**src/rtl/inv_mix_columns_iter_if.sv**
```systemverilog
// Handshake bundle for the iterative InvMixColumns engine: state in, result out, status.
interface inv_mix_columns_iter_if;
    logic         in_valid;
    logic         in_ready;
    logic [127:0] state_in;
    logic         out_valid;
    logic         out_ready;
    logic [127:0] state_out;
    logic         busy;

    modport master (
        output in_valid, state_in, out_ready,
        input  in_ready, out_valid, state_out, busy
    );

    modport slave (
        input  in_valid, state_in, out_ready,
        output in_ready, out_valid, state_out, busy
    );
endinterface

```
**src/rtl/inv_mix_columns_iter.sv**
```systemverilog
// Iterative AES InvMixColumns: loads a 128-bit state, rewrites COLS_PER_CYCLE columns per
// clock in place, then holds the result until the consumer takes it.

// Single-column InvMixColumns, purely combinational; row 0 is the MSB byte.
module inv_mix_column (
    input  logic [31:0] col,
    output logic [31:0] mixed
);
    function automatic logic [7:0] xtime(input logic [7:0] x);
        return {x[6:0], 1'b0} ^ (x[7] ? 8'h1b : 8'h00);
    endfunction

    logic [7:0] a  [4];
    logic [7:0] m9 [4];
    logic [7:0] mb [4];
    logic [7:0] md [4];
    logic [7:0] me [4];

    always_comb begin
        logic [7:0] x2, x4, x8;
        mixed = '0;
        for (int r = 0; r < 4; r++) begin
            a[r]  = col[31-8*r -: 8];
            x2    = xtime(a[r]);
            x4    = xtime(x2);
            x8    = xtime(x4);
            m9[r] = x8 ^ a[r];
            mb[r] = x8 ^ x2 ^ a[r];
            md[r] = x8 ^ x4 ^ a[r];
            me[r] = x8 ^ x4 ^ x2;
        end
        for (int r = 0; r < 4; r++) begin
            mixed[31-8*r -: 8] = me[r] ^ mb[(r+1)%4] ^ md[(r+2)%4] ^ m9[(r+3)%4];
        end
    end
endmodule

module inv_mix_columns_iter #(
    parameter int unsigned COLS_PER_CYCLE = 1
) (
    input  logic                         clk,
    input  logic                         rst_n,
    inv_mix_columns_iter_if.slave        bus
);
    if (COLS_PER_CYCLE != 1 && COLS_PER_CYCLE != 2 && COLS_PER_CYCLE != 4) begin : g_bad_cols
        $error("inv_mix_columns_iter: COLS_PER_CYCLE must be 1, 2 or 4");
    end

    typedef enum logic [1:0] {StIdle, StBusy, StDone} state_e;

    localparam logic [1:0] ColStep = 2'(COLS_PER_CYCLE);
    localparam logic [1:0] LastCol = 2'(4 - COLS_PER_CYCLE);

    state_e         state_q, state_d;
    logic [127:0]   work_q, work_d;
    logic [1:0]     col_idx_q, col_idx_d;
    logic [127:0]   work_step;
    logic [31:0]    cols     [4];
    logic [31:0]    lane_in  [COLS_PER_CYCLE];
    logic [31:0]    lane_out [COLS_PER_CYCLE];

    logic           in_ready, out_valid, busy;
    logic [127:0]   state_out;

    always_comb begin
        for (int c = 0; c < 4; c++) begin
            cols[c] = work_q[127-32*c -: 32];
        end
    end

    for (genvar j = 0; j < COLS_PER_CYCLE; j++) begin : g_lane
        assign lane_in[j] = cols[col_idx_q + 2'(j)];
        inv_mix_column u_col (
            .col   (lane_in[j]),
            .mixed (lane_out[j])
        );
    end

    // col_idx is always a multiple of COLS_PER_CYCLE, so column c belongs to lane c % N.
    always_comb begin
        work_step = work_q;
        for (int c = 0; c < 4; c++) begin
            if (col_idx_q == 2'(c - (c % COLS_PER_CYCLE))) begin
                work_step[127-32*c -: 32] = lane_out[c % COLS_PER_CYCLE];
            end
        end
    end

    always_ff @(posedge clk) begin
        if (!rst_n) begin
            state_q   <= StIdle;
            work_q    <= '0;
            col_idx_q <= '0;
        end else begin
            state_q   <= state_d;
            work_q    <= work_d;
            col_idx_q <= col_idx_d;
        end
    end

    always_comb begin
        state_d   = state_q;
        work_d    = work_q;
        col_idx_d = col_idx_q;
        in_ready  = 1'b0;
        out_valid = 1'b0;
        busy      = 1'b0;
        state_out = '0;
        unique case (state_q)
            StIdle: begin
                in_ready = 1'b1;
                if (bus.in_valid) begin
                    work_d    = bus.state_in;
                    col_idx_d = '0;
                    state_d   = StBusy;
                end
            end
            StBusy: begin
                busy      = 1'b1;
                work_d    = work_step;
                col_idx_d = col_idx_q + ColStep;
                if (col_idx_q == LastCol) begin
                    state_d = StDone;
                end
            end
            StDone: begin
                out_valid = 1'b1;
                state_out = work_q;
                if (bus.out_ready) begin
                    state_d = StIdle;
                end
            end
            default: state_d = StIdle;
        endcase
    end

    assign bus.in_ready  = in_ready;
    assign bus.out_valid = out_valid;
    assign bus.busy      = busy;
    assign bus.state_out = state_out;
endmodule

```
**src/flat_wrapper.sv**
```systemverilog
// flat-port wrapper written by rule: the top's interface ports become plain ports
module inv_mix_columns_iter_flat 
#(
    parameter int unsigned COLS_PER_CYCLE = 1
)
  (clk, rst_n, bus_in_valid, bus_state_in, bus_out_ready, bus_in_ready, bus_out_valid, bus_state_out, bus_busy);
  inv_mix_columns_iter_if bus_i ();
  input  logic clk;
  input  logic rst_n;
  input wire logic [$bits(bus_i.in_valid)-1:0] bus_in_valid;
  input wire logic [$bits(bus_i.state_in)-1:0] bus_state_in;
  input wire logic [$bits(bus_i.out_ready)-1:0] bus_out_ready;
  output wire logic [$bits(bus_i.in_ready)-1:0] bus_in_ready;
  output wire logic [$bits(bus_i.out_valid)-1:0] bus_out_valid;
  output wire logic [$bits(bus_i.state_out)-1:0] bus_state_out;
  output wire logic [$bits(bus_i.busy)-1:0] bus_busy;
  assign bus_i.in_valid = bus_in_valid;
  assign bus_i.state_in = bus_state_in;
  assign bus_i.out_ready = bus_out_ready;
  assign bus_in_ready = bus_i.in_ready;
  assign bus_out_valid = bus_i.out_valid;
  assign bus_state_out = bus_i.state_out;
  assign bus_busy = bus_i.busy;
  inv_mix_columns_iter #(.COLS_PER_CYCLE(COLS_PER_CYCLE)) u_core (.clk(clk), .rst_n(rst_n), .bus(bus_i));
endmodule
```
**config.mk**
```make
export PLATFORM = sky130hd
export DESIGN_NAME = inv_mix_columns_iter_flat
export DESIGN_NICKNAME = d
export VERILOG_FILES = /design/src/rtl/inv_mix_columns_iter_if.sv /design/src/rtl/inv_mix_columns_iter.sv /design/src/flat_wrapper.sv
export SDC_FILE = /design/constraint.sdc
export NUM_CORES = 1
export LEC_CHECK = 0
export ABC_AREA = 1
export CORE_ASPECT_RATIO = 1.5
export CORE_MARGIN = 2
export CORE_UTILIZATION = 57
export CTS_CLUSTER_DIAMETER = 60
export DETAILED_ROUTE_END_ITERATION = 8
export PLACE_DENSITY_LB_ADDON = 0.05
export SLEW_MARGIN = 20
export SYNTH_ARGS = -nofsm -noshare
export SYNTH_HDL_FRONTEND = slang
export SYNTH_SLANG_ARGS = --single-unit
```
**constraint.sdc**
```tcl
create_clock -name clk -period 3.7 [get_ports clk]
set_input_delay 0.37 -clock clk [delete_from_list [all_inputs] [get_ports clk]]
set_output_delay 0.37 -clock clk [all_outputs]
set_load 0.01 [all_outputs]
```
==> summary.txt <==
Status
  • Status: finished clean

Yosys
  • Dominant cell type by area after synthesis: nand2_1
  • Async SR Flop Fraction: 0%
  • Top-area cell type share of the netlist area: 25.0%
  • Combinational family with the most area after synthesis: simple AND/OR/NAND/NOR gates
  • Mux cell area share after synthesis: 0%
  • Syn avg cell area: 5.63 µm²
  • Mapped Area: 0.0121 mm²
  • Warnings, synthesis: 0
  • Post-Synth Simple-Gate Area: 42.1%
  • Area share of fa/ha/maj cells after synthesis: 0.414%
  • Syn Nets: 2,286
  • Sequential share of the synthesized area: 21.8%
  • Yosys cell types: 35
  • Complex-gate fraction of the synthesized area: 11.4%
  • Largest cells by area after synthesis: nand2_1 (25%), dfxtp_1 (22%), inv_1 (9.8%)
  • Xor/xnor share of the synthesized area: 10.0%
  • #FFs+latches synth: 132
  • Dominant synthesized flop cell: dfxtp_1
  • Post-synth EDFFs: 0
  • Gate Count Post-Synth: 2,150

Route
  • Vias: 14,700
  • DRT antenna net count: 0
  • Via density per instance: 5.57
  • DR WL/cell: 17.8 µm
  • Post-route DRC: 0
  • Initial DRC Count: 1,691
  • Drt pass-1 iters: 6
  • Final wirelength: 46,900 µm

STA
  • Setup Skew: 0.0140 ns
  • RSZ-0062 raised after global routing: no
  • Fin. max-slew vios: 0
  • Least-Margin Pin Slew: 1.02 ns
  • Max Clk Rate: 0.321 GHz
  • Final worst slack: 0.583 ns
  • Final Hold Fails: 0
  • Min Clock Period, post-route: 3.12 ns
  • Fin Hold WS: 0.471 ns
  • Crit share post-route: 84.2%
  • Slew HR: 32.1%
  • Setup violators final: 0
  • Total negative slack: 0 ns

Setup path
  • CP bufs+invs: 2
  • Required time worst endpoint: 4.07 ns
  • Worst EP arrival: 3.49 ns
  • Most common cell on crit path: nand2_1
  • Worst-path cell chain: inv_2 -> nand3_1 -> nand2_1 -> nand2_1 -> nand3_1 -> nand2_2 -> inv_2 -> nand2_1 -> nand2_1 -> nand2_1 -> nand3_1 -> nand3_1 -> a21oi_1
  • Critical Path Fanout Max: 30
  • Largest delay share family, worst path: simple AND/OR/NAND/NOR gates
  • Max incr delay on CP: 0.55 ns
  • Slowest CP cell: nand2_1
  • Startpoint Class: register
  • CP Class: register to register
  • Crit end category: register

Floorplan
  • Ports: 263
  • Initial Util: 57.9%
  • Core ar.: 0.0209 mm²
  • Die X: 123 µm
  • Row Count: 65
  • Die H: 182 µm
  • Die ar.: 0.0224 mm²

Global route
  • Grt total ovfl: 0
  • Vias in the first global route: 13,700
  • First-pass GRT wire length: 72,300 µm
  • GRT Total Usage: 41.7%
  • Largest net degree at the start of global routing: 101
  • Initial antenna violation count: 0

CTS
  • Clock buffer depth: 2
  • Total CTS buffers: 17
  • H-Tree Depth: 4
  • Post-CTS setup repair buffer count: 0
  • Cts repair resizes: 0
  • Clock insertion delay at the later pin of the skew report: 0.46 ns
  • CTS Sinks: 132
  • CTS tree: done
  • Hold buffer count at CTS: 0
  • Clock Tree Root: clkbuf_16
  • CTS clk-pin slew, worst paths: 0.07 ns

Cells and area
  • Fin util: 73.7%
  • # diodes: 0
  • Commonest non-fill, non-tap cell in the layout: nand2_1
  • Share of cells above drive strength 1: 7.06%
  • Area delta synth->final: 27.2%
  • Commonest non-fill, non-tap cells in the layout: nand2_1 (801), inv_1 (315), clkdlybuf4s50_1 (261), nand3_1 (155), nor2_1 (137)
  • Post-Layout Cell Count: 2,635
  • Post-layout nets: 2,490

Place
  • Placed insts: 2,603
  • Pre-CTS setup slack: 0.675 ns
  • Hpwl dp: 34,900 µm
  • GPL Wtd Cong: 1.09
  • I/O Buffers: 262

Power and ir drop
  • Pwr dens: 589 mW/mm²
  • Lkg Pwr: 7.92 nW
  • VDD IR max: 0.000471 V

Hold path
  • Hold Crit Class: input port to register

Flow run
  • Max cap viols: 0
==> cells by family after synthesis <==
kind of cell,count (synthesis)
AOI/OAI and AO/OA,271
xor gates and xnor gates,126
adders and majority gates,4
buffers and inverters,422
DFF,132
and+or+nand+nor,1195
==> flip-flops by register name, indices dropped and copies added, names as in the netlist <==
name              cells
u_core.state_q        2
u_core.col_idx_q      2
u_core.cols         128
==> stage by stage <==
stage                     cell area [µm²]  power (mW)
final                               15400        9.07
after global routing                15400        9.64
after CTS                           15400        8.90
after detailed placement            14800        7.15
after global placement              14800        7.07
after floorplan                     12100        5.68
==> metal layers <==
metal	wire [µm]	track usage (%)	up-vias
met5	0	0	-
li1	-	-	6962
met4	3010	25.5	0
met2	21800	66.3	880
met1	17600	50.6	6653
met3	4470	9.09	181
==> Yosys cell counts (2+ instances only) <==
library cell  count
xnor2_2           9
nand3_2          22
nand2_4          14
nand3b_1          4
nand2_2          45
nand2_1         806
buf_1             2
nor2_1          138
o21ai_1           3
or2_2             2
o21ai_0         130
clkbuf_1         64
ha_1              4
or2_1             5
inv_2             9
xor2_2            3
buf_6            11
xnor2_1          40
inv_1           315
buf_4             8
buf_2            10
a31oi_1          16
inv_4             2
xor2_1           73
a21oi_1         120
dfxtp_1         132
nand3_1         155
==> where the power goes <==
part           switching (mW)  leakage (nW)  internal, mW
clock network           0.715         0.282          1.05
registers               0.178          1.10          1.62
logic                    3.74          6.55          1.77
==> tightest hold or removal path, stage by stage <==
cell and delay (ns):
buf_2 0.29, o21ai_0 0.15, a21oi_1 0.05
==> layout make-up <==
type / instances / area, µm²
clock buffers: 21 / 470
clock inverters: 11 / 126
fillers: 1710 / 5510
inverters: 327 / 1240
multi-input cells: 1596 / 7760
flip-flops and latches: 132 / 2650
well taps: 268 / 335
repair buffers: 280 / 2820
==> worst paths after layout <==
check	from	endpoint	slack [ns]	cells after the start
worst max-delay path	u_core.col_idx_q[1]	u_core.cols[76]	0.58	13
worst min-delay path	rst_n	u_core.cols[97]	0.47	3
worst max register to register	u_core.col_idx_q[1]	u_core.cols[76]	0.58	13
worst min register to register	u_core.cols[121]	u_core.cols[121]	0.56	2
Power figures use the tool's default switching activity.
